**config.mk**
```make
export PLATFORM = sky130hd
export DESIGN_NAME = commit_trace_buffer
export DESIGN_NICKNAME = d
export VERILOG_FILES = /design/src/rtl/commit_trace_buffer_pkg.sv /design/src/rtl/trace_fifo.sv /design/src/rtl/commit_trace_buffer.sv
export SDC_FILE = /design/constraint.sdc
export NUM_CORES = 2
export LEC_CHECK = 0
export ABC_AREA = 1
export BUFFER_PORTS_ARGS = -buffer_cell sky130_fd_sc_hd__buf_2
export CAP_MARGIN = 15
export CORE_ASPECT_RATIO = 1.25
export CORE_UTILIZATION = 38
export CTS_CLUSTER_SIZE = 12
export DETAILED_ROUTE_END_ITERATION = 16
export PLACE_DENSITY_LB_ADDON = 0.2
export SLEW_MARGIN = 20
export SYNTH_ARGS = -nofsm -noshare
export SYNTH_HDL_FRONTEND = slang
export SYNTH_SLANG_ARGS = --single-unit
```
**constraint.sdc**
```tcl
create_clock -name clk -period 6.1 [get_ports clk]
set_input_delay 1.22 -clock clk [delete_from_list [all_inputs] [get_ports clk]]
set_output_delay 1.22 -clock clk [all_outputs]
set_load 0.01 [all_outputs]
```
**src/rtl/commit_trace_buffer_pkg.sv**
```systemverilog
// Shared types for the commit trace buffer.
//   trace_kind_t : record kind (SKIP / REG / HILO)
//   trace_rec_t  : packed trace record with the default 32-bit commit stamp
package commit_trace_buffer_pkg;

  localparam int unsigned TraceCntW = 32;

  typedef enum logic [1:0] {
    TRACE_SKIP = 2'd0,
    TRACE_REG  = 2'd1,
    TRACE_HILO = 2'd2
  } trace_kind_t;

  typedef struct packed {
    trace_kind_t            kind;
    logic [TraceCntW-1:0]   cycle;
    logic [4:0]             addr;
    logic [31:0]            data0;
    logic [31:0]            data1;
  } trace_rec_t;

endpackage

```
**src/rtl/trace_fifo.sv**
```systemverilog
// Generic first-word-fall-through synchronous FIFO of trace records.
// Ports:
//   clk, rst   : clock, asynchronous active-low reset
//   push       : write push_data (ignored when full unless popping in the same cycle)
//   pop        : consume head (ignored when empty)
//   head       : current head record (undefined contents while empty)
//   empty/full : occupancy flags
//   level      : occupancy, 0..DEPTH
module trace_fifo
  import commit_trace_buffer_pkg::*;
#(
  parameter int unsigned DEPTH = 16,
  parameter type rec_t = trace_rec_t,
  localparam int unsigned AddrW = $clog2(DEPTH),
  localparam int unsigned LvlW = AddrW + 1
) (
  input  logic            clk,
  input  logic            rst,
  input  logic            push,
  input  rec_t            push_data,
  input  logic            pop,
  output rec_t            head,
  output logic            empty,
  output logic            full,
  output logic [LvlW-1:0] level
);

  rec_t             mem [DEPTH];
  logic [AddrW-1:0] wptr_q, wptr_d;
  logic [AddrW-1:0] rptr_q, rptr_d;
  logic [LvlW-1:0]  count_q, count_d;
  logic             push_ok;
  logic             pop_ok;

  assign empty = (count_q == '0);
  assign full  = (count_q == LvlW'(DEPTH));
  assign level = count_q;
  assign head  = mem[rptr_q];

  // When full, a simultaneous pop frees the slot the write lands in.
  assign pop_ok  = pop & ~empty;
  assign push_ok = push & (~full | pop_ok);

  always_comb begin
    wptr_d  = wptr_q;
    rptr_d  = rptr_q;
    count_d = count_q;
    if (push_ok) wptr_d = wptr_q + AddrW'(1);
    if (pop_ok)  rptr_d = rptr_q + AddrW'(1);
    unique case ({push_ok, pop_ok})
      2'b10:   count_d = count_q + LvlW'(1);
      2'b01:   count_d = count_q - LvlW'(1);
      default: count_d = count_q;
    endcase
  end

  always_ff @(posedge clk or negedge rst) begin
    if (!rst) begin
      wptr_q  <= '0;
      rptr_q  <= '0;
      count_q <= '0;
    end else begin
      wptr_q  <= wptr_d;
      rptr_q  <= rptr_d;
      count_q <= count_d;
    end
  end

  // Storage needs no reset: head is only observed while non-empty.
  always_ff @(posedge clk) begin
    if (push_ok) mem[wptr_q] <= push_data;
  end

endmodule

```
**src/rtl/commit_trace_buffer.sv**
```systemverilog
// Commit trace buffer: samples committed GPR and HI/LO writes, stamps each with
// the enabled-cycle count and queues the records for a valid/ready consumer.
// Ports:
//   clk, rst                      : clock, asynchronous active-low reset
//   trace_en                      : capture enable (low clears the stamp counter)
//   reg_we/reg_waddr/reg_wdata    : GPR writeback
//   hilo_we/hi_i/lo_i             : HI/LO writeback
//   rec_valid/rec_ready           : drain handshake
//   rec_kind/rec_cycle/rec_addr/rec_data0/rec_data1 : head record (zero when empty)
//   level                         : FIFO occupancy
//   overflow/clear_overflow       : sticky drop flag and its clear
module commit_trace_buffer
  import commit_trace_buffer_pkg::*;
#(
  parameter int unsigned DEPTH = 16,
  parameter int unsigned CNT_W = 32,
  parameter int unsigned RECORD_SKIP = 1,
  localparam int unsigned LvlW = $clog2(DEPTH) + 1
) (
  input  logic             clk,
  input  logic             rst,
  input  logic             trace_en,
  input  logic             reg_we,
  input  logic [4:0]       reg_waddr,
  input  logic [31:0]      reg_wdata,
  input  logic             hilo_we,
  input  logic [31:0]      hi_i,
  input  logic [31:0]      lo_i,
  output logic             rec_valid,
  input  logic             rec_ready,
  output logic [1:0]       rec_kind,
  output logic [CNT_W-1:0] rec_cycle,
  output logic [4:0]       rec_addr,
  output logic [31:0]      rec_data0,
  output logic [31:0]      rec_data1,
  output logic [LvlW-1:0]  level,
  output logic             overflow,
  input  logic             clear_overflow
);

  typedef struct packed {
    trace_kind_t       kind;
    logic [CNT_W-1:0]  cycle;
    logic [4:0]        addr;
    logic [31:0]       data0;
    logic [31:0]       data1;
  } rec_t;

  localparam logic SkipEn = (RECORD_SKIP != 0);

  logic [CNT_W-1:0] stamp_q, stamp_d;
  logic             overflow_q, overflow_d;
  rec_t             new_rec;
  rec_t             head;
  rec_t             head_out;
  logic             push;
  logic             pop;
  logic             empty;
  logic             full;

  // stamp_q counts enabled cycles already completed, so the current one is +1.
  always_comb begin
    new_rec       = '0;
    new_rec.kind  = TRACE_SKIP;
    new_rec.cycle = stamp_q + CNT_W'(1);
    if (reg_we) begin
      new_rec.kind  = TRACE_REG;
      new_rec.addr  = reg_waddr;
      new_rec.data0 = reg_wdata;
    end else if (hilo_we) begin
      new_rec.kind  = TRACE_HILO;
      new_rec.data0 = hi_i;
      new_rec.data1 = lo_i;
    end
  end

  assign push = trace_en & (reg_we | hilo_we | SkipEn);
  assign pop  = rec_valid & rec_ready;

  always_comb begin
    stamp_d    = trace_en ? stamp_q + CNT_W'(1) : '0;
    // A drop sets the flag even when a clear arrives in the same cycle.
    overflow_d = (push & full & ~pop) | (overflow_q & ~clear_overflow);
  end

  always_ff @(posedge clk or negedge rst) begin
    if (!rst) begin
      stamp_q    <= '0;
      overflow_q <= 1'b0;
    end else begin
      stamp_q    <= stamp_d;
      overflow_q <= overflow_d;
    end
  end

  trace_fifo #(
    .DEPTH (DEPTH),
    .rec_t (rec_t)
  ) u_fifo (
    .clk       (clk),
    .rst       (rst),
    .push      (push),
    .push_data (new_rec),
    .pop       (pop),
    .head      (head),
    .empty     (empty),
    .full      (full),
    .level     (level)
  );

  // Present an all-zero record while empty so stale storage never leaks out.
  assign head_out  = empty ? '0 : head;
  assign rec_valid = ~empty;
  assign rec_kind  = head_out.kind;
  assign rec_cycle = head_out.cycle;
  assign rec_addr  = head_out.addr;
  assign rec_data0 = head_out.data0;
  assign rec_data1 = head_out.data1;
  assign overflow  = overflow_q;

endmodule

```
**Yosys cells after proc, flatten, opt, wreduce, memory -nomap -nowiden**

Memory sizes are Yosys's and may differ from the RTL's.
Cells that the tools add are included.

- Register bits after elaboration: 46
- RAM bits: 1648
- Logic and storage cells: 39
- Memories kept: 1

- Add/sub/neg operators: 5
- Equal/unequal tests: 3
- Mux-type cells: 11
- Bitwise gates (word level): 12
- Reduce and logical (&&, ||, !) cells: 2

Memories:

| memory | depth | bits a word | read ports | clocked after memory_dff | write ports | RTL line | RTL |
|---|---|---|---|---|---|---|---|
| u_fifo.mem | 16 | 103 | 1 | 0 | 1 | trace_fifo.sv:28 | `rec_t mem [DEPTH];` |

Operators with widths:

| cell | count |
|---|---|
| $mux W103 | 1 |
| $mux W32 | 3 |
| $mux W64 | 1 |
| $add A32 B1 Y32 const B | 1 |
| $pmux W5 S2 | 1 |
| $add A4 B1 Y4 const B | 2 |
| $and A1 B1 Y1 | 6 |
| $add A5 B1 Y5 const B | 1 |
| $eq A5 B5 Y1 const B | 1 |
| $logic_not A5 Y1 | 1 |
| $mux W5 | 1 |
| $sub A5 B1 Y5 const B | 1 |
| $mux W2 | 2 |
| $not A1 Y1 | 4 |
| $eq A2 B1 Y1 const B | 1 |
| $eq A2 B2 Y1 const B | 1 |
| $mux W1 | 2 |
| $or A1 B1 Y1 | 2 |
| $reduce_bool A2 Y1 | 1 |

**Longest topological paths before layout**

- Word-level depth: 8
- Gate-level depth with buffers: 15
- Depth with buffers taken out: 15

**Modules after synthesis**

From an unflattened synthesis, not the netlist that was laid out.

- Cell total of the unflattened synthesis: 5515
- Area total of the unflattened synthesis: 68859.8 um^2

Modules (own cells, without submodules):

| module | times used | cells each | area each (um^2) |
|---|---|---|---|
| trace_fifo | 1 | 4881 | 65402.7 |
| commit_trace_buffer | 1 | 634 | 3457.1 |

**Worst setup path after synthesis**

Ideal clock, no wire load.

- Kind: input port to flip-flop
- From: input trace_en
- To: memory u_fifo.mem[0][0] in the netlist's numbering (enable)
- Library setup time: 0.566 ns
- Arrival: 6.254 ns
- Required time: 5.534 ns
- Path slack: -0.719 ns
- Stages: 6
- Path through: clkbuf_1 > inv_2 > nor2_1 > buf_2 > nand2_1 > nor2_1

- Longest elaborated chain between the ends: 3

Ends and longest elaborated chain:

| item | RTL line | RTL |
|---|---|---|
| from (decl) | commit_trace_buffer.sv:22 | `input logic trace_en,` |
| $and A1 B1 Y1 | trace_fifo.sv:42 | `assign push_ok = push & (~full \| pop_ok);` |
| $mux W1 | trace_fifo.sv:71 | `if (push_ok) mem[wptr_q] <= push_data;` |
| $mux W1 (not written as such) | trace_fifo.sv:71 |  |
| to (decl) | trace_fifo.sv:28 |  |

Every way passes these cells.

**Worst setup path in the final report**

- From: register u_fifo.rptr_q[0]
- To: output rec_data0[9]

- Longest elaborated chain between the ends: 2

Ends and longest elaborated chain:

| item | RTL line | RTL |
|---|---|---|
| from (decl) | trace_fifo.sv:30 | `logic [AddrW-1:0] rptr_q, rptr_d;` |
| from (signal assigned) | trace_fifo.sv:64 | `rptr_q <= rptr_d;` |
| $mem_v2 Z16 W103 | - |  |
| $mux W103 | commit_trace_buffer.sv:112 | `assign head_out = empty ? '0 : head;` |
| to (decl) | commit_trace_buffer.sv:34 | `output logic [31:0] rec_data0,` |

Every way passes these cells.

==> flow_summary.json <==
{
  "outcome": "finished clean",
  "path_class": "reg2out",
  "first_iter_violations": 4274,
  "ys_ff_latch": 1694,
  "cp_max_fo": 140,
  "cts_hold_buf": 0,
  "setup_slack_ns": 0.805,
  "ys_top_cells_by_area": "edfxtp_1 68%, nand2_1 14%, nand3_1 7.3%",
  "antenna_found_initial": 10,
  "vias": 48600,
  "ant_nets": 0,
  "fmax_mhz": 189,
  "rrSetupSlack_ns": 2.68,
  "syn_inst": 6971,
  "cts.sinks": 1694,
  "die_w_um": 393,
  "wl_met3_mm": 12.7,
  "synthesis.area_um2": 72600,
  "power.total_uw": 37600,
  "synthArstFlopShare_pct": 2.72,
  "post_drt_wl_per_cell_um": 21.2,
  "p_leak_uw": 0.0341,
  "cts_tree": "built",
  "yosysSeqAreaShare_pct": 69.7,
  "cp.required_ns": 4.88,
  "cellPowerDensity_nw_per_um2": 459,
  "finalHoldViolCount": 0,
  "ctsResizeCount": 0,
  "cts_post_setup_buffers_inserted": 0,
  "drive_gt1_share_pct": 7.97,
  "synth_edf_count": 1648,
  "hp-class": "in2async",
  "synth_warnings": 0,
  "drt-met1-wl_mm": 93.3,
  "cp-start-kind": "register",
  "core_um2": 190000,
  "r2r_cells": 7,
  "grt_pass1_vias": 47200,
  "cts_max_level": 4,
  "drt-pass1-iter-count": 7,
  "layout.nets": 7204,
  "die_h_um": 491,
  "r2r_end": "u_fifo.mem[10][80]",
  "rsz0062_at_grt": "no",
  "synth_nets": 7089,
  "synth_top_area_share_pct": 68.1,
  "grt_pass1_wl_mm": 307,
  "place_ws_ns": 1.64,
  "place.gp.congestion": 0.780,
  "maxUsedRoutingLayer": "met5",
  "setup_viol": 0,
  "io_pins": 218,
  "grtUsageTotal_pct": 21.4,
  "numCtsBuffers": 176,
  "cts_max_path_buffers": 3,
  "rows": 179,
  "clkTransAtPathRegs_ns": 0.06,
  "clk_latency_ns": 0.82,
  "area_growth_pct": 12.8,
  "crit_end": "rec_data0[9]",
  "portBuffers": 217,
  "fin_crit_ns": 5.29,
  "synth_area_per_cell_um2": 10.4,
  "drt-vias-per-instance": 4.98,
  "synth_top_area_cell": "edfxtp_1",
  "drv_cap": 0,
  "dpl.hpwl_mm": 104,
  "cts_root_buf": "clkbuf_16",
  "drt_wl_total_mm": 207,
  "critical_path_arrival_ns": 4.07,
  "crit_start": "u_fifo.rptr_q[0]",
  "grt-ovfl-total": 0,
  "tightest_slew_ns": 1.30,
  "rr_startpoint": "u_fifo.level[2]",
  "maxSlewViolCount": 0,
  "vdd_ir_drop_max_mv": 0.802,
  "dr_wl_met2_mm": 97.1,
  "max-slew-margin-rel_pct": 13.4,
  "fin_crit_sh_pct": 86.8,
  "finalClockSkew_ns": 0.0245,
  "dieArea_um2": 193000,
  "grt_max_degree": 218,
  "synth_cell_types": 27,
  "drc": 0,
  "synth_ff_type": "edfxtp_1",
  "end_kind": "output pin",
  "start_util_pct": 38.2
}
layer usage:
metal | global-route usage, % | up-vias
li1 | - | 23000
met1 | 30.1 | 23800
met5 | 0 | -
met4 | 5.05 | 4
met3 | 3.20 | 258
met2 | 34.8 | 1513
kinds of logic after synthesis:
logic type / Yosys count / share of synthesized area, %
AO/OA/AOI/OAI: 149 / 1.20
XOR/XNOR: 18 / 0.217
adder cells (fa/ha/maj): 10 / 0.172
buffers and inverters: 1266 / 6.97
flip-flops: 1694 / 69.7
AND/OR/NAND/NOR: 3834 / 21.7
power breakdown:
part / switching, uW / total, uW / internal (uW) / leakage, uW
Combinational: 9600 / 13200 / 3620 / 0.0157
Clock: 4440 / 10100 / 5680 / 0.00259
Sequential: 387 / 14300 / 13900 / 0.0158
Total: 14400 / 37600 / 23200 / 0.0341
final cells by class:
type / count / area [um2]
inverter: 893 / 3380
sequential: 1694 / 50700
clock inverter: 70 / 527
antenna: 5 / 12.5
multi-input combinational: 4011 / 17100
clock buffer: 241 / 4780
fill: 17800 / 108000
tap: 2534 / 3170
timing repair buffer: 310 / 2280
synth_stat cells (5+ instances only):
master,n
dfrtp_1,46
buf_4,6
buf_1,39
and2_1,7
ha_1,10
nand3b_1,5
o21ai_0,6
a21oi_1,109
nor2_1,111
buf_2,208
a22o_1,32
nand3_1,1054
xor2_1,15
inv_1,888
clkbuf_1,116
edfxtp_1,1648
nand2_1,2648
cell usage in the layout, fill, tap and decap left out, drive strengths merged:
master,count
nand2,2648
edfxtp,1648
nand3,1054
inv,902
buf,310
clkbuf,241
nor2,115
a21oi,109
clkinv,56
dfrtp,46
a22o,32
xor2,15
ha,10
and2,7
o21ai,6
diode,5
nand3b,5
bufinv,5
xnor2,3
or2,2
nor3,2
nand4,1
a21o,1
o21bai,1
state kept, by name, indices dropped and copies added, names as in the netlist:
| name | cells |
|---|---|
| overflow | 1 |
| u_fifo.wptr_q | 4 |
| u_fifo.rptr_q | 4 |
| u_fifo.mem | 1648 |
| stamp_q | 32 |
| u_fifo.level | 5 |
critical path, cell delays in order, from the launching register on:
cell and delay, ns:
dfrtp_4 0.59, inv_8 0.58, buf_4 0.72, nand2_1 0.10
nand2_1 0.09, nand2_1 0.05, nand3_1 0.10, nand3_1 0.07
a21oi_1 0.38, buf_2 0.22
stage by stage:
stage	util, %	setup TNS (ns)	instances	hold WS, ns	area (um2)
final	43.1	0	9758	0.522	81900
after global routing	43.1	0	9754	0.534	81900
after CTS	43.1	0	9753	0.481	81900
after detailed placement	40.3	0	9442	0.520	76600
after global placement	40.3	0	9441	0.520	76500
after floorplan	-	-1111.03	6971	0.454	72600
worst min path at each step:
stage | depth (start not counted) | slack, ns | startpoint | endpoint
floorplan | 1 | 0.45 | stamp_q[0] | stamp_q[0]
global placement | 2 | 0.52 | overflow | overflow
detailed placement | 2 | 0.52 | overflow | overflow
CTS | 2 | 0.48 | rst | overflow
global route | 2 | 0.53 | clear_overflow | overflow
finish | 2 | 0.52 | rst | overflow
Note: power is estimated with default switching activity, not from simulation.
